==> config.mk <==
export PLATFORM = sky130hd
export DESIGN_NAME = spart_echo_ctrl
export DESIGN_NICKNAME = d
export VERILOG_FILES = /design/src/rtl/spart_echo_ctrl.sv
export SDC_FILE = /design/constraint.sdc
export NUM_CORES = 1
export LEC_CHECK = 0
export BUFFER_PORTS_ARGS = -buffer_cell sky130_fd_sc_hd__buf_2
export CAP_MARGIN = 15
export CORE_MARGIN = 5
export CORE_UTILIZATION = 54
export DETAILED_ROUTE_END_ITERATION = 10
export PLACE_DENSITY = 0.83
export SLEW_MARGIN = 25
export SYNTH_ARGS = -nofsm -noshare
export SYNTH_HDL_FRONTEND = slang
export SYNTH_SLANG_ARGS = --single-unit
export TNS_END_PERCENT = 5
==> constraint.sdc <==
create_clock -name clk -period 2.7 [get_ports clk]
set_input_delay 0.135 -clock clk [delete_from_list [all_inputs] [get_ports clk]]
set_output_delay 0.135 -clock clk [all_outputs]
set_load 0.02 [all_outputs]
==> src/rtl/spart_echo_ctrl.sv <==
// Bus-side sequencer for the SPART: programs the baud divisor, then echoes received
// bytes back to the transmitter through a small FIFO, one registered bus op at a time.
module spart_echo_ctrl #(
    parameter int unsigned DEPTH     = 4,
    parameter int unsigned DIV_4800  = 650,
    parameter int unsigned DIV_9600  = 325,
    parameter int unsigned DIV_19200 = 162,
    parameter int unsigned DIV_38400 = 80
) (
    input  logic                     clk,
    input  logic                     rst,
    input  logic [1:0]               br_cfg,
    input  logic                     rda,
    input  logic                     tbr,
    input  logic [7:0]               dbus_in,
    output logic                     iocs,
    output logic                     iorw,
    output logic [1:0]               ioaddr,
    output logic [7:0]               dbus_out,
    output logic                     dbus_oe,
    output logic                     cfg_done,
    output logic [$clog2(DEPTH):0]   fifo_count
);

    localparam int unsigned AW = $clog2(DEPTH);
    localparam int unsigned CW = AW + 1;
    localparam logic [CW-1:0] FULL = CW'(DEPTH);

    typedef enum logic [2:0] {
        S_CFG_LO, S_GAP0, S_CFG_HI, S_GAP, S_IDLE, S_RD, S_WR
    } state_t;

    typedef enum logic { RR_READ, RR_WRITE } rr_t;

    state_t          state_q, state_d;
    rr_t             rr_q, rr_d;
    logic [1:0]      br_q, br_d;
    logic            cfg_done_q, cfg_done_d;
    logic            iocs_q, iocs_d;
    logic            iorw_q, iorw_d;
    logic [1:0]      ioaddr_q, ioaddr_d;
    logic [7:0]      dbus_out_q, dbus_out_d;
    logic            dbus_oe_q, dbus_oe_d;
    logic [7:0]      mem_q [DEPTH];
    logic [7:0]      mem_d [DEPTH];
    logic [AW-1:0]   wr_ptr_q, wr_ptr_d;
    logic [AW-1:0]   rd_ptr_q, rd_ptr_d;
    logic [CW-1:0]   count_q, count_d;

    logic [15:0]     div;
    logic            push, pop, rd_ok, wr_ok;

    always_comb begin
        unique case (br_q)
            2'b00:   div = 16'(DIV_4800);
            2'b01:   div = 16'(DIV_9600);
            2'b10:   div = 16'(DIV_19200);
            default: div = 16'(DIV_38400);
        endcase
    end

    // Outputs lag the state by one edge, so a RD/WR strobe is on the bus while
    // the state is already GAP; FIFO push/pop therefore keys off the strobe itself.
    assign push  = iocs_q &  iorw_q & (ioaddr_q == 2'b00);
    assign pop   = iocs_q & ~iorw_q & (ioaddr_q == 2'b00);
    assign rd_ok = rda & (count_q < FULL);
    assign wr_ok = tbr & (count_q != '0);

    always_ff @(posedge clk) begin
        if (rst) begin
            state_q    <= S_CFG_LO;
            rr_q       <= RR_READ;
            br_q       <= br_cfg;
            cfg_done_q <= 1'b0;
            iocs_q     <= 1'b0;
            iorw_q     <= 1'b1;
            ioaddr_q   <= 2'b00;
            dbus_out_q <= '0;
            dbus_oe_q  <= 1'b0;
            wr_ptr_q   <= '0;
            rd_ptr_q   <= '0;
            count_q    <= '0;
        end else begin
            state_q    <= state_d;
            rr_q       <= rr_d;
            br_q       <= br_d;
            cfg_done_q <= cfg_done_d;
            iocs_q     <= iocs_d;
            iorw_q     <= iorw_d;
            ioaddr_q   <= ioaddr_d;
            dbus_out_q <= dbus_out_d;
            dbus_oe_q  <= dbus_oe_d;
            wr_ptr_q   <= wr_ptr_d;
            rd_ptr_q   <= rd_ptr_d;
            count_q    <= count_d;
        end
    end

    always_ff @(posedge clk) begin
        mem_q <= mem_d;
    end

    always_comb begin
        state_d    = state_q;
        rr_d       = rr_q;
        br_d       = br_q;
        cfg_done_d = cfg_done_q;
        case (state_q)
            S_CFG_LO: state_d = S_GAP0;
            S_GAP0:   state_d = S_CFG_HI;
            S_CFG_HI: begin
                state_d    = S_GAP;
                cfg_done_d = 1'b1;
            end
            S_GAP:    state_d = S_IDLE;
            S_RD:     state_d = S_GAP;
            S_WR:     state_d = S_GAP;
            S_IDLE: begin
                if (br_cfg != br_q) begin
                    br_d       = br_cfg;
                    cfg_done_d = 1'b0;
                    state_d    = S_CFG_LO;
                end else if (rd_ok && wr_ok) begin
                    state_d = (rr_q == RR_READ) ? S_RD : S_WR;
                    rr_d    = (rr_q == RR_READ) ? RR_WRITE : RR_READ;
                end else if (rd_ok) begin
                    state_d = S_RD;
                end else if (wr_ok) begin
                    state_d = S_WR;
                end
            end
            default:  state_d = S_CFG_LO;
        endcase
    end

    always_comb begin
        iocs_d     = 1'b0;
        iorw_d     = 1'b1;
        ioaddr_d   = ioaddr_q;
        dbus_out_d = dbus_out_q;
        dbus_oe_d  = 1'b0;
        case (state_q)
            S_CFG_LO: begin
                iocs_d     = 1'b1;
                iorw_d     = 1'b0;
                ioaddr_d   = 2'b10;
                dbus_out_d = div[7:0];
                dbus_oe_d  = 1'b1;
            end
            S_CFG_HI: begin
                iocs_d     = 1'b1;
                iorw_d     = 1'b0;
                ioaddr_d   = 2'b11;
                dbus_out_d = div[15:8];
                dbus_oe_d  = 1'b1;
            end
            S_RD: begin
                iocs_d   = 1'b1;
                ioaddr_d = 2'b00;
            end
            S_WR: begin
                iocs_d     = 1'b1;
                iorw_d     = 1'b0;
                ioaddr_d   = 2'b00;
                dbus_out_d = mem_q[rd_ptr_q];
                dbus_oe_d  = 1'b1;
            end
            default: ;
        endcase
    end

    always_comb begin
        mem_d    = mem_q;
        wr_ptr_d = wr_ptr_q;
        rd_ptr_d = rd_ptr_q;
        count_d  = count_q;
        if (push) begin
            mem_d[wr_ptr_q] = dbus_in;
            wr_ptr_d        = wr_ptr_q + AW'(1);
            count_d         = count_q + CW'(1);
        end else if (pop) begin
            rd_ptr_d = rd_ptr_q + AW'(1);
            count_d  = count_q - CW'(1);
        end
    end

    assign iocs       = iocs_q;
    assign iorw       = iorw_q;
    assign ioaddr     = ioaddr_q;
    assign dbus_out   = dbus_out_q;
    assign dbus_oe    = dbus_oe_q;
    assign cfg_done   = cfg_done_q;
    assign fifo_count = count_q;

endmodule

==> reports/qor.yml <==
outcome: "complete, no violations"
end_kind: "flip-flop"
wl_um: 4470
n_antenna_cell: 0
grt_pass1_wl_um: 7420
ys_types: 41
dr.pass1.iters: 4
syn_to_final_growth_pct: 16.0
clk_latency_ns: 0.33
required_ns: 2.90
ant_nets: 0
path_cells: "nor3b_2 -> buf_4 -> and2_1 -> inv_1 -> fa_1 -> xnor2_1 -> nand2_1 -> xor2_1 -> nor2_1"
numCtsBuffers: 9
cp_slowest_stage_delay_ns: 0.37
tightest_slew_ns: 0.687
tritoncts: "done"
num_vias: 1557
post_route_cells_drive_above_1_share_pct: 23.1
drv_slew: 0
cpMaxStageDelayCell: "fa_1"
post-route-period-util_pct: 68.3
first_global_vias: 1493
startpoint: "ioaddr[0]"
die_x_um: 77.6
antenna_found_initial: 0
ios: 31
wire_per_inst_um: 15.9
cp_top_family: "simple AND/OR/NAND/NOR gates"
cap_violations: 0
die_height_um: 77.6
hold_class: "in2reg"
cellPowerDensity_nw_per_um2: 731
r2r_end: "fifo_count[2]"
port_buffers: 30
synth-edff-count: 34
hold_violations: 0
htreeDepth: 3
start_kind: "flip-flop"
ctsResizeCount: 0
place.gp.congestion: 0.757
yosysWarnings: 0
hold_ws_ns: 0.0218
vdd_drop_max_uv: 355
core-area_sq_um: 4380
p_leak_nw: 1.08
crit_type: "reg2reg"
setup_viol: 0
skew_ns: 0.00970
routed_via_density: 5.54
finalSetupTns_ns: 0
hold-path-endpoint: "mem_q[11]"
holdPathStages: 1
reg2reg_depth: 9
path_clk_slew_ns: 0.07
drt-initial-drc-count: 154
yosysTopAreaCell: "edfxtp_1"
cp_num_buf_inv: 2
rsz0062_at_grt: "no"
clock.fmax_ghz: 0.542
ys_dominant_reg_cell: "edfxtp_1"
synth_nets: 206
netlist_instances: 187
netlist.area_leader.share_pct: 41.4
async_reset_ff_share_pct: 0
relSlewSlack_pct: 54.2
nNetsFinal: 243
r2r-start: "ioaddr[0]"
synthTopCellsByArea: "edfxtp_1, dfxtp_1, mux4_2, mux4_1, nor2_1"
clock_sinks: 59
reg2reg_setup_slack_ns: 0.86
ys_seq_area_share_pct: 61.7
grt_use_total_pct: 16.0
grt-ovfl-total: 0
initial_utilization_pct: 56.2
clockRootBuffer: "clkbuf_8"
hpwl_um: 2990
syn-mean-instance-area_sq_um: 13.2
rows: 24
max-clock-path-buffers: 2
hp-start: "dbus_in[3]"
synth_seq_cells: 59
critPathMaxFanout: 9
drc: 0
die_area_sq_um: 6020
period_needed_ns: 1.84
synth_area_sq_um: 2460
crit_arrival_ns: 2.04
grt_max_degree: 25
## layout by cell type (no fill, tap or decap), types with 2 or more instances in the layout
cell | netlist | final
a21oi_1 | 12 | 12
mux4_1 | 3 | 3
dfxtp_1 | 25 | 25
clkinv_1 | 0 | 2
a21o_1 | 2 | 2
o211ai_1 | 2 | 2
xnor2_1 | 8 | 8
ha_1 | 4 | 4
mux4_2 | 5 | 5
clkbuf_1 | 4 | 2
nor2b_1 | 2 | 2
a221oi_1 | 4 | 4
buf_2 | 1 | 30
and3_1 | 4 | 4
xor2_1 | 2 | 2
nor3_1 | 8 | 8
nor2_1 | 20 | 20
nand2b_1 | 2 | 2
edfxtp_1 | 34 | 34
nand2_1 | 8 | 8
a311oi_1 | 2 | 2
mux2i_1 | 2 | 2
clkbuf_8 | 0 | 10
o21ai_0 | 7 | 7
inv_1 | 8 | 8
dlygate4sd3_1 | 0 | 2
## cell families (layout without fill, tap and decap cells)
| logic type | count (synthesis) | in the layout | synth area share, % |
|---|---|---|---|
| AOI/OAI and AO/OA | 35 | 35 | 9.09 |
| xor gates and xnor gates | 10 | 10 | 3.55 |
| adders and majority gates | 5 | 5 | 2.84 |
| buffers and inverters | 15 | 57 | 2.64 |
| DFF | 59 | 59 | 61.7 |
| muxes | 10 | 10 | 8.58 |
| and+or+nand+nor | 53 | 53 | 11.6 |
## how the worst max path moves through the flow
| stage | end | cells after the start |
|---|---|---|
| after floorplan | fifo_count[2] | 8 |
| after global routing | fifo_count[2] | 9 |
| after global placement | dbus_out[1] | 3 |
| final | fifo_count[2] | 9 |
| after CTS | fifo_count[2] | 9 |
| after detailed placement | fifo_count[2] | 9 |
## cell usage after synthesis, types with 2 or more instances
library cell and n:
a21oi_1 12, nand2_1 8, inv_1 8, nor2_1 20, nor3_1 8, xor2_1 2
xnor2_1 8, o211ai_1 2, a221oi_1 4, clkbuf_1 4, nand2b_1 2, mux2i_1 2
o21ai_0 7, ha_1 4, nor2b_1 2, edfxtp_1 34, dfxtp_1 25, a311oi_1 2
a21o_1 2, mux4_2 5, mux4_1 3, and3_1 4
## where the power goes
| group | leakage [nW] | total [mW] | switching, mW | internal, mW |
|---|---|---|---|---|
| Combinational | 0.470 | 0.256 | 0.145 | 0.111 |
| Sequential | 0.515 | 1.06 | 0.0604 | 1.00 |
| Clock | 0.0954 | 0.772 | 0.327 | 0.444 |
| Total | 1.08 | 2.09 | 0.533 | 1.56 |
## registers in the layout, indices dropped and copies added, names as in the netlist
name        count
br_q            2
cfg_done        1
dbus_oe         1
dbus_out        8
fifo_count      3
ioaddr          2
iocs            1
iorw            1
mem_q          32
rd_ptr_q        2
rr_q            1
state_q         3
wr_ptr_q        2
## area by class of cell
type                    count  area, sq um
clock buffers              12          145
fillers                   313         1520
inverters                   8         30.0
repair buffers             33          178
clock inverters             4         42.5
multi-input cells         113          878
flip-flops and latches     59         1520
well taps                  52         65.1
## worst reg2reg max path, stage by stage (launching register included)
cell and delay [ns]:
dfxtp_1 0.34, nor3b_2 0.19, buf_4 0.17, and2_1 0.18
inv_1 0.06, fa_1 0.37, xnor2_1 0.13, nand2_1 0.08
xor2_1 0.14, nor2_1 0.05
## stage by stage
stage	area, sq um	std cells	total power, mW	setup slack, ns	utilization, %
after floorplan	2460	187	1.25	0.695	-
after global placement	2650	263	1.33	0.880	60.5
after detailed placement	2650	263	1.34	0.838	60.5
after CTS	2850	280	2.10	0.839	65.0
after global routing	2860	281	2.19	0.685	65.2
final	2860	281	2.09	0.856	65.2
## layer usage
metal	global-route usage (%)	share of wire (%)
met1	21.1	45
met2	23.4	48
met3	5.09	6.0
met4	9.28	1.7
met5	0	0
## what timing repair did
item,CTS,global route
hold buffers,1,1
endpoints found under the hold margin,1,1
setup buffers,0,0
No activity file was read; power rests on OpenSTA's default activity.
